<file path="src/rtl/mp5_pkg.sv">
// Shared MP5 types: stage geometry, packet formats and phantom-map entry/FSM types.
package mp5_pkg;

    localparam int NUM_PIPELINES = 2;
    localparam int NUM_STAGES    = 4;
    localparam int FIFO_SIZE     = 8;
    localparam int ID_W          = 16;

    localparam int FIFO_ID_W = (NUM_PIPELINES > 1) ? $clog2(NUM_PIPELINES) : 1;
    localparam int ADDR_W    = (FIFO_SIZE > 1) ? $clog2(FIFO_SIZE) : 1;

    // Packet travelling through a stage; phantom packets only reserve a slot.
    typedef struct packed {
        logic [ID_W-1:0] id;
        logic            phantom;
        logic [7:0]      data;
    } Packet;

    // One slot of a stage FIFO.
    typedef struct packed {
        logic  valid;
        Packet pkt;
    } FIFO_Entry;

    // Location of a slot inside a stage.
    typedef struct packed {
        logic [FIFO_ID_W-1:0] fifo_id;
        logic [ADDR_W-1:0]    addr;
    } Entry;

    // Phantom reservation: packet id -> FIFO and slot.
    typedef struct packed {
        logic                 valid;
        logic [ID_W-1:0]      id;
        logic [FIFO_ID_W-1:0] fifo_id;
        logic [ADDR_W-1:0]    addr;
    } Map_Entry;

    // Lookup engine states.
    typedef enum logic [1:0] {
        IDLE   = 2'd0,
        LOOKUP = 2'd1,
        INSERT = 2'd2
    } map_state_e;

endpackage

</file>
<file path="src/rtl/mp5_map_match.sv">
// Combinational priority match of a key against the valid map entries.
module mp5_map_match
    import mp5_pkg::*;
#(
    parameter int DEPTH = 8,
    parameter int IDX_W = 3
) (
    input  logic [DEPTH-1:0] i_valid,
    input  logic [ID_W-1:0]  i_ids [DEPTH],
    input  logic [ID_W-1:0]  i_key,
    output logic             o_hit,
    output logic [IDX_W-1:0] o_idx
);

    // Scan from the top down so that the lowest matching index wins.
    always_comb begin
        o_hit = 1'b0;
        o_idx = '0;
        for (int i = DEPTH - 1; i >= 0; i--) begin
            if (i_valid[i] && (i_ids[i] == i_key)) begin
                o_hit = 1'b1;
                o_idx = IDX_W'(i);
            end
        end
    end

endmodule

</file>
<file path="src/rtl/mp5_phantom_map.sv">
// Phantom-reservation map: records reserved slots on push and fills them when
// the real packet arrives, then frees the reservation.
module mp5_phantom_map #(
    parameter int NUM_PIPELINES = 2,
    parameter int FIFO_SIZE     = 8,
    parameter int MAP_DEPTH     = 8,
    localparam int FID_W = (NUM_PIPELINES > 1) ? $clog2(NUM_PIPELINES) : 1,
    localparam int AD_W  = (FIFO_SIZE > 1) ? $clog2(FIFO_SIZE) : 1,
    localparam int CNT_W = $clog2(MAP_DEPTH + 1)
) (
    input  logic                 clk,
    input  logic                 rst,
    input  logic                 rec_valid,
    input  logic [15:0]          rec_id,
    input  logic [FID_W-1:0]     rec_fifo_id,
    input  logic [AD_W-1:0]      rec_addr,
    output logic                 rec_ready,
    output logic                 rec_drop,
    input  logic                 pkt_valid,
    input  mp5_pkg::Packet       pkt_in,
    output logic                 pkt_ready,
    output logic                 ins_valid,
    output logic [FID_W-1:0]     ins_fifo_id,
    output logic [AD_W-1:0]      ins_addr,
    output mp5_pkg::Packet       ins_pkt,
    input  logic                 ins_ack,
    output logic                 miss,
    output logic [CNT_W-1:0]     map_count
);

    import mp5_pkg::*;

    localparam int               IDX_W   = (MAP_DEPTH > 1) ? $clog2(MAP_DEPTH) : 1;
    localparam logic [CNT_W-1:0] DEPTH_C = CNT_W'(MAP_DEPTH);

    // Reservation table
    logic [MAP_DEPTH-1:0] r_valid;
    logic [ID_W-1:0]      r_id   [MAP_DEPTH];
    logic [FID_W-1:0]     r_fifo [MAP_DEPTH];
    logic [AD_W-1:0]      r_addr [MAP_DEPTH];
    logic [CNT_W-1:0]     r_count;
    logic                 r_rec_drop;

    // Lookup engine
    map_state_e           r_state;
    Packet                r_pkt;
    logic [FID_W-1:0]     r_ins_fifo;
    logic [AD_W-1:0]      r_ins_addr;
    logic [IDX_W-1:0]     r_hit_idx;
    logic                 r_miss;

    logic                 w_rec_hit;
    logic [IDX_W-1:0]     w_rec_idx;
    logic                 w_lk_hit;
    logic [IDX_W-1:0]     w_lk_idx;
    logic                 w_has_free;
    logic [IDX_W-1:0]     w_free_idx;
    logic                 w_alloc;
    logic                 w_free;
    logic                 w_not_full;

    // Duplicate-id check for incoming reservation reports.
    mp5_map_match #(.DEPTH(MAP_DEPTH), .IDX_W(IDX_W)) u_rec_match (
        .i_valid (r_valid),
        .i_ids   (r_id),
        .i_key   (rec_id),
        .o_hit   (w_rec_hit),
        .o_idx   (w_rec_idx)
    );

    // Reservation lookup for the latched real packet.
    mp5_map_match #(.DEPTH(MAP_DEPTH), .IDX_W(IDX_W)) u_lk_match (
        .i_valid (r_valid),
        .i_ids   (r_id),
        .i_key   (r_pkt.id),
        .o_hit   (w_lk_hit),
        .o_idx   (w_lk_idx)
    );

    // Lowest-index free entry; an entry being freed this cycle is still valid here.
    always_comb begin
        w_has_free = 1'b0;
        w_free_idx = '0;
        for (int i = MAP_DEPTH - 1; i >= 0; i--) begin
            if (!r_valid[i]) begin
                w_has_free = 1'b1;
                w_free_idx = IDX_W'(i);
            end
        end
    end

    assign w_not_full = (r_count < DEPTH_C);
    assign w_alloc    = rec_valid && !w_rec_hit && w_not_full && w_has_free;
    assign w_free     = (r_state == INSERT) && ins_ack;

    // Entry valid bits: allocate on new reports, clear on the insert ack.
    always_ff @(posedge clk or negedge rst) begin
        if (!rst) begin
            r_valid <= '0;
        end else begin
            if (w_free) begin
                r_valid[r_hit_idx] <= 1'b0;
            end
            if (w_alloc) begin
                r_valid[w_free_idx] <= 1'b1;
            end
        end
    end

    // Entry payload: overwrite on duplicate id, fill on allocation.
    always_ff @(posedge clk) begin
        if (rec_valid && w_rec_hit) begin
            r_fifo[w_rec_idx] <= rec_fifo_id;
            r_addr[w_rec_idx] <= rec_addr;
        end else if (w_alloc) begin
            r_id[w_free_idx]   <= rec_id;
            r_fifo[w_free_idx] <= rec_fifo_id;
            r_addr[w_free_idx] <= rec_addr;
        end
    end

    // Occupancy count and drop pulse for reports that found the map full.
    always_ff @(posedge clk or negedge rst) begin
        if (!rst) begin
            r_count    <= '0;
            r_rec_drop <= 1'b0;
        end else begin
            r_count    <= r_count + CNT_W'(w_alloc) - CNT_W'(w_free);
            r_rec_drop <= rec_valid && !w_rec_hit && !w_not_full;
        end
    end

    // Lookup FSM: latch packet, match once, then hold the insert until acked.
    always_ff @(posedge clk or negedge rst) begin
        if (!rst) begin
            r_state    <= IDLE;
            r_pkt      <= '0;
            r_ins_fifo <= '0;
            r_ins_addr <= '0;
            r_hit_idx  <= '0;
            r_miss     <= 1'b0;
        end else begin
            r_miss <= 1'b0;
            case (r_state)
                IDLE: begin
                    if (pkt_valid) begin
                        r_pkt   <= pkt_in;
                        r_state <= LOOKUP;
                    end
                end
                LOOKUP: begin
                    if (w_lk_hit) begin
                        r_ins_fifo <= r_fifo[w_lk_idx];
                        r_ins_addr <= r_addr[w_lk_idx];
                        r_hit_idx  <= w_lk_idx;
                        r_state    <= INSERT;
                    end else begin
                        r_miss  <= 1'b1;
                        r_state <= IDLE;
                    end
                end
                INSERT: begin
                    if (ins_ack) begin
                        r_state <= IDLE;
                    end
                end
                default: r_state <= IDLE;
            endcase
        end
    end

    assign rec_ready   = w_not_full;
    assign rec_drop    = r_rec_drop;
    assign pkt_ready   = (r_state == IDLE);
    assign ins_valid   = (r_state == INSERT);
    assign ins_fifo_id = r_ins_fifo;
    assign ins_addr    = r_ins_addr;
    assign ins_pkt     = r_pkt;
    assign miss        = r_miss;
    assign map_count   = r_count;

endmodule

</file>
<file path="config.mk">
export PLATFORM = sky130hd
export DESIGN_NAME = mp5_phantom_map
export DESIGN_NICKNAME = d
export VERILOG_FILES = /design/src/rtl/mp5_pkg.sv /design/src/rtl/mp5_map_match.sv /design/src/rtl/mp5_phantom_map.sv
export SDC_FILE = /design/constraint.sdc
export NUM_CORES = 1
export LEC_CHECK = 0
export ABC_AREA = 1
export BUFFER_PORTS_ARGS = -buffer_cell sky130_fd_sc_hd__buf_4
export CAP_MARGIN = 20
export CORE_ASPECT_RATIO = 0.5
export CORE_MARGIN = 2
export CORE_UTILIZATION = 30
export DETAILED_ROUTE_END_ITERATION = 7
export PLACE_DENSITY = 0.46
export SYNTH_ARGS = -nofsm -noshare
export SYNTH_HDL_FRONTEND = slang
export SYNTH_SLANG_ARGS = --single-unit
</file>
<file path="constraint.sdc">
create_clock -name clk -period 3.8 [get_ports clk]
set_clock_uncertainty 0.1 [all_clocks]
set_input_delay 0.38 -clock clk [delete_from_list [all_inputs] [get_ports clk]]
set_output_delay 0.38 -clock clk [all_outputs]
set_load 0.05 [all_outputs]
</file>
==> flow_summary_export.csv, run 1 <==
group,metric,value,unit
synthesis,yosysUniqueCellTypes,61,
synthesis,synthSimpleGateAreaFrac,0.319,
pwr,p_per_area,417,mW/mm^2
critical_path,r2r_cells,15,
clock_tree,clk_latency,0.56,ns
timing,finalCritPeriodShare,0.840,
clock_tree,cts_buffer_depth,3,
global_routing,antenna_found_initial,2,
clock_tree,clkSlewWorstSetupHoldPaths,0.06,ns
synthesis,synth.area.top_cells,"edfxtp_1 (36%), nand2_1 (11%), dfrtp_1 (8.9%)",
critical_path,critPathTopFamily,"adder cells",
drt,drtPass1Iterations,6,
drt,drc,0,
global_routing,grt_max_degree,49,
final_layout,drive_gt1_frac,0.139,
timing,period_needed,3.19,ns
pwr,finalPower,6.65,mW
clock_tree,postCtsSetupRepairBufs,0,
min_path,holdPathStages,1,
timing,hold_viol,0,
synthesis,synth_compound_area_frac,0.0972,
synthesis,yosys.area.top_type,"edfxtp_1",
critical_path,critPathSlowestCell,"dfrtp_1",
global_routing,grt_pass1_vias,12693,
timing,fin_hold_ws,0.0713,ns
critical_path,critPathBufInv,2,
clock_tree,cts_tree,"built",
critical_path,crit_chain,"inv_1 > a21oi_1 > o2111ai_1 > nor2_1 > nand3_1 > nand2_1 > nor2_2 > nand2_4 > nor2_4 > nand2_4 > ha_1 > inv_1 > ha_1 > fa_1 > xor2_1",
place,pre_cts_ws,0.440,ns
timing,fin_ws,0.606,ns
drt,routed_wl,60600,um
synthesis,synth.area.mux_share,0,
synthesis,synth_edf_count,160,
synthesis,synth-seq-cells,208,
floorplan,core-area,0.0439,sq mm
place,hpwl,43600,um
drt,viasPerCell,5.46,
critical_path,slowest_delay,0.52,ns
critical_path,worstPathArrival,3.54,ns
global_routing,track_usage,0.255,
synthesis,synthCells,1710,
critical_path,reg2reg_from,"r_valid[5]",
timing,setup_tns,0,ns
floorplan,die_w,304,um
place,gp_congestion,1.01,
clock_tree,cts.hold.buffers_added,31,
clock_tree,cts_buffers,24,
synthesis,synth_top_area_frac,0.357,
min_path,hp-class,"in2reg",
critical_path,rrSetupSlack,0.61,ns
min_path,hp-start,"rec_id[3]",
final_layout,diodes,0,
synthesis,synth_area,0.0135,sq mm
min_path,holdPathEnd,"r_id[51]",
timing,drv_slew,0,
critical_path,crit_path_start_kind,"flip-flop",
timing,rsz0062_at_grt,"no",
drt,dr_total_vias,13427,
outcome,status,"finished clean",
synthesis,ys_seq_area_frac,0.446,
floorplan,std_cell_rows,54,
critical_path,endpoint_kind,"flip-flop",
synthesis,synthXorXnorAreaFrac,0.0383,
drt,dr.first_iter.drc_count,1689,
synthesis,avgSynthCellArea,7.88,sq um
drt,postRouteAntennaNets,0,
place,portBuffers,87,
clock_tree,cts.repair.resized,0,
synthesis,synth_top_family_by_area,"simple AND/OR/NAND/NOR gates",
global_routing,grt_overflow,0,
final_layout,nFillCells,4612,
drt,wire_per_inst,24.6,um
critical_path,critPathMaxFanout,7,
pwr,max-vdd-ir-drop,0.240,mV
synthesis,ys_async_sr_fraction,0.231,
clock_tree,ctsRootBufferMaster,"clkbuf_16",
clock_tree,clock_sinks,208,
critical_path,crit_type,"reg2reg",
timing,setup_viol,0,
pwr,power_leakage,6.94,nW
clock_tree,htree_num_levels,1,
timing,fmaxAchievable,313,MHz
final_layout,nNetsFinal,1911,
floorplan,die_area,0.0467,sq mm
synthesis,synthesis.nets,1765,
synthesis,ys_warn_count,0,
floorplan,io_pins,88,
timing,tightest_slew,1.01,ns
final_layout,synthToLayoutAreaGrowth,18.3,%
synthesis,synth_commonest_cells,"nand2_1 (409), nor2_1 (225), inv_1 (196)",
critical_path,crit_required,4.14,ns
floorplan,initial_core_util,0.307,
flow_run,maxCapViolations,0,
synthesis,yosysMostFrequentCell,"nand2_1",
synthesis,synth-main-ff-cell,"edfxtp_1",
synthesis,synth_fa_ha_area_frac,0.00520,
critical_path,r2r-end,"map_count[2]",
global_routing,grt_pass1_wl,86700,um
floorplan,die_y,154,um
timing,slew_headroom,0.329,
## worst reg2reg max path, stage by stage (launching register included)
cell and delay, ns:
dfrtp_1 0.52, inv_1 0.37, a21oi_1 0.08, o2111ai_1 0.12, nor2_1 0.08, nand3_1 0.12
nand2_1 0.12, nor2_2 0.15, nand2_4 0.11, nor2_4 0.14, nand2_4 0.10, ha_1 0.30
inv_1 0.04, ha_1 0.19, fa_1 0.38, xor2_1 0.17
## stage by stage
stage / util / instance area [sq um] / cells
2_1_floorplan: - / 13500 / 1710
6_report: 0.363 / 15900 / 2457
3_3_place_gp: 0.339 / 14900 / 2387
4_1_cts: 0.363 / 15900 / 2457
3_5_place_dp: 0.339 / 14900 / 2387
5_1_grt: 0.363 / 15900 / 2457
## cell families (layout without fill, tap and decap cells)
family / count (synthesis) / after routing
and+or+nand+nor: 942 / 942
buffers and inverters: 278 / 437
xor gates and xnor gates: 59 / 59
adders and majority gates: 5 / 5
DFF: 208 / 208
AOI/OAI and AO/OA: 218 / 218
## worst max-delay path by stage
stage                            from      endpoint  slack, ns  cells past startpoint
after CTS                 ins_pkt[21]   ins_addr[0]       0.66                     17
after global routing       r_valid[5]  r_addr[1][1]       0.46                     12
after floorplan             rec_id[2]       r_id[0]       0.88                     13
after global placement      rec_id[5]  map_count[2]       0.47                     18
final                      r_valid[5]  map_count[2]       0.61                     15
after detailed placement    rec_id[5]  map_count[2]       0.44                     18
## cell type report
cell class	instances	area (sq um)	share of cell area
multi-input cells	1224	6200	0.389
clock buffers	35	693	0.0435
inverters	223	847	0.0531
flip-flops and latches	208	6010	0.377
clock inverters	4	55.1	0.00345
repair buffers	175	1400	0.0881
well taps	588	736	0.0462
## state kept, by name (all words and copies together), names as in the netlist
signal       count
ins_fifo_id      1
r_hit_idx        3
map_count        4
r_fifo           8
r_addr          24
ins_pkt         25
ins_addr         3
r_state          2
rec_drop         1
miss             1
r_valid          8
r_id           128
## metal layers
metal / track usage / wire, um / share of wire / vias to the layer above
li1: - / - / - / 6054
met1: 0.359 / 26300 / 0.43 / 6350
met2: 0.362 / 24300 / 0.40 / 852
met3: 0.0721 / 7120 / 0.12 / 171
met4: 0.114 / 2880 / 0.047 / 0
met5: 0 / 0 / 0 / -
## power by group
| part | internal [mW] | switching (mW) |
|---|---|---|
| logic | 0.488 | 1.20 |
| registers | 2.55 | 0.102 |
| clock network | 1.32 | 0.992 |
## placed cells by master, fill, tap and decap left out, drive strengths merged, types with 42 or more instances in the layout
cell type	count
nor3	42
inv	222
dfrtp	48
nand4	61
o21ai	100
nand2	432
nand3	78
nor2	236
edfxtp	160
buf	144
o22ai	56
nor4	42
Power figures use the tool's default switching activity.
==> run 2: changes to the inputs <==
- ABC_AREA: 1 -> 0
- PLACE_DENSITY: 0.46 -> 0.47
- clock period: 3.8 -> 3.3 ns (I/O delays scaled with it)
==> run 2 against run 1 <==
- the flow now finishes with violations (setup timing)
- synthesized cell count shrank 48%
- worst setup slack got worse by 1.1 ns
- largest cell class is now flip-flops and latches
- highest routed layer unchanged
- hold slack got worse by 0.049 ns
- fmax decreased by 16%
- die area is 19% lower
==> flow_summary_export.csv, run 2 <==
group,metric,value,unit
outcome,status,"finished, violations left",
outcome,violations,"setup timing",
global_routing,track_usage,0.213,
synthesis,yosys.area.top_type,"edfxtp_1",
global_routing,grt_pass1_vias,8645,
pwr,finalPower,9.22,mW
final_layout,diodes,0,
pwr,power_leakage,5.87,nW
drt,postRouteAntennaNets,0,
floorplan,initial_core_util,0.303,
timing,finalCritPeriodShare,1.15,
synthesis,ys_seq_area_frac,0.553,
synthesis,ys_async_sr_fraction,0.231,
clock_tree,clock_sinks,208,
clock_tree,cts_buffers,22,
floorplan,io_pins,88,
synthesis,avgSynthCellArea,12.2,sq um
final_layout,largest_reg_flops,128,
clock_tree,htree_num_levels,1,
critical_path,critPathMaxFanout,5,
timing,fmaxAchievable,264,MHz
drt,wire_per_inst,23.5,um
clock_tree,cts_tree,"built",
pwr,p_per_area,605,mW/mm^2
synthesis,synth-seq-cells,208,
final_layout,final_cell_area,0.0152,sq mm
drt,dr.first_iter.drc_count,617,
final_layout,nFillCells,3377,
global_routing,grt_overflow,0,
global_routing,grt_max_degree,49,
final_layout,final_cell_mix,"buf_4 (311), xor2_1 (166), edfxtp_1 (160)",
synthesis,synth_commonest_cells,"xor2_1 (170), edfxtp_1 (160), xnor2_1 (89)",
drt,drtPass1Iterations,5,
place,hpwl,31300,um
critical_path,crit_path_start_kind,"flip-flop",
synthesis,yosysMostFrequentCell,"xor2_1",
timing,rsz0062_at_grt,"yes",
drt,dr_total_vias,8384,
synthesis,yosysUniqueCellTypes,53,
floorplan,die_area,0.0378,sq mm
place,gp_congestion,0.923,
timing,period_needed,3.79,ns
drt,drc,0,
synthesis,synth_area,0.0109,sq mm
global_routing,grt_pass1_wl,58300,um
critical_path,crit_type,"reg2reg",
floorplan,std_cell_rows,49,
timing,fin_ws,-0.493,ns
clock_tree,clk_latency,0.53,ns
clock_tree,cts_buffer_depth,3,
place,portBuffers,87,
final_layout,regMostFlops,"r_id",
final_layout,drive_gt1_frac,0.364,
final_layout,multi_input_area,0.00499,sq mm
synthesis,synthesis.nets,943,
final_layout,instances_no_fill,1725,
floorplan,core-area,0.0358,sq mm
drt,routed_wl,40500,um
drt,viasPerCell,4.86,
critical_path,endpoint_kind,"flip-flop",
global_routing,antenna_found_initial,0,
critical_path,cp_common_cell,"or4_1",
synthesis,synth_top_area_frac,0.442,
critical_path,critPathSlowestCell,"or4_1",
final_layout,seq_area,0.00602,sq mm
critical_path,crit_required,3.61,ns
critical_path,crit_chain,"xor2_1 > or4_1 > or4_1 > a222oi_1 > buf_4 > o31ai_4 > buf_6 > mux2i_2 > o221ai_1 > or2_1",
timing,setup_viol,13,
timing,tightest_slew,0.775,ns
flow_run,maxCapViolations,0,
min_path,hp-class,"in2reg",
synthesis,synth.area.top_cells,"edfxtp_1 (44%), xor2_1 (14%), dfrtp_1 (11%)",
timing,slew_headroom,0.483,
final_layout,synthToLayoutAreaGrowth,40.3,%
clock_tree,clkSlewWorstSetupHoldPaths,0.06,ns
timing,hold_viol,0,
critical_path,worstPathArrival,4.10,ns
place,dp.cells,1640,
final_layout,nNetsFinal,1280,
timing,setup_tns,-2.30,ns
pwr,max-vdd-ir-drop,0.361,mV
synthesis,synthCells,888,
timing,drv_slew,0,
floorplan,die_y,139,um
synthesis,ys_warn_count,0,
synthesis,synth_edf_count,160,
clock_tree,ctsRootBufferMaster,"clkbuf_16",
floorplan,die_w,273,um
place,placed_area,0.0138,sq mm
place,pre_cts_ws,-0.597,ns
final_layout,final_common_cell,"buf_4",
synthesis,synth-main-ff-cell,"edfxtp_1",
critical_path,slowest_delay,0.60,ns
[run 2: cell count changes after synthesis, sizes merged, moves of 18 or more]
cell / delta
nor2: -216
mux2: +26
inv: -212
nand3: -55
a21oi: -25
xor2: +136
nand4: -32
clkbuf: +30
xnor2: +64
nor3: -18
o22ai: -50
buf: -42
o21ai: -82
nand2: -374
[run 2: repair_timing]
item / CTS / global route
hold buffers: 31 / 0
endpoints found under the hold margin: 107 / 0
pin swaps: 15 / 24
resized for setup: 24 / 42
cloned: 0 / 2
setup endpoints to repair: 120 / 106
buffers inserted: 3 / 10
[run 2: cells by family after synthesis]
family,share of synthesized area
AOI/OAI and AO/OA,0.0309
muxes,0.0399
and+or+nand+nor,0.141
buffers and inverters,0.0203
xor gates and xnor gates,0.209
adders and majority gates,0.00645
DFF,0.553
[run 2: report_power, final]
part	internal, mW	switching, mW
combinational	1.28	1.92
clock	1.44	1.08
sequential	3.22	0.281
[run 2: layer usage]
metal | vias up | wire [um] | part of all wire | global-route usage
met5 | - | 0 | 0 | 0
li1 | 3890 | - | - | -
met2 | 204 | 18200 | 0.45 | 0.338
met3 | 57 | 1790 | 0.044 | 0.0265
met1 | 4233 | 19400 | 0.48 | 0.311
met4 | 0 | 1070 | 0.026 | 0.0466
[run 2: critical path: cells and delay by family, from the launching register on]
| kind | cells | cell delay, ns |
|---|---|---|
| AOI/OAI and AO/OA | 3 | 0.81 |
| DFF | 1 | 0.57 |
| buffers and inverters | 2 | 0.42 |
| xor gates and xnor gates | 1 | 0.26 |
| muxes | 1 | 0.17 |
| and+or+nand+nor | 3 | 1.34 |
[run 2: worst paths after layout]
kind / startpoint / end / slack (ns) / cells past startpoint
worst min-delay path: pkt_in[19] / ins_pkt[19] / 0.02 / 2
max in group asynchronous: rst / ins_pkt[13] / 2.18 / 2
min in group asynchronous: rst / r_hit_idx[0] / 0.33 / 2
worst max-delay path: ins_pkt[11] / ins_addr[0] / -0.49 / 10
worst max register to register: ins_pkt[11] / ins_addr[0] / -0.49 / 10
worst min register to register: ins_pkt[1] / ins_pkt[1] / 0.41 / 1
[run 2: per-stage QoR]
step,hold slack (ns),util
finish,0.0226,0.426
global route,0.0137,0.426
CTS,0.00478,0.417
detailed placement,0.341,0.384
global placement,0.331,0.384
floorplan,-0.0656,-
[run 2: layout make-up]
cell class,instances,share of cell area
repair buffers,356,0.189
well taps,484,0.0397
flip-flops and latches,208,0.395
inverters,10,0.00246
clock inverters,10,0.00468
multi-input cells,627,0.327
clock buffers,30,0.0421
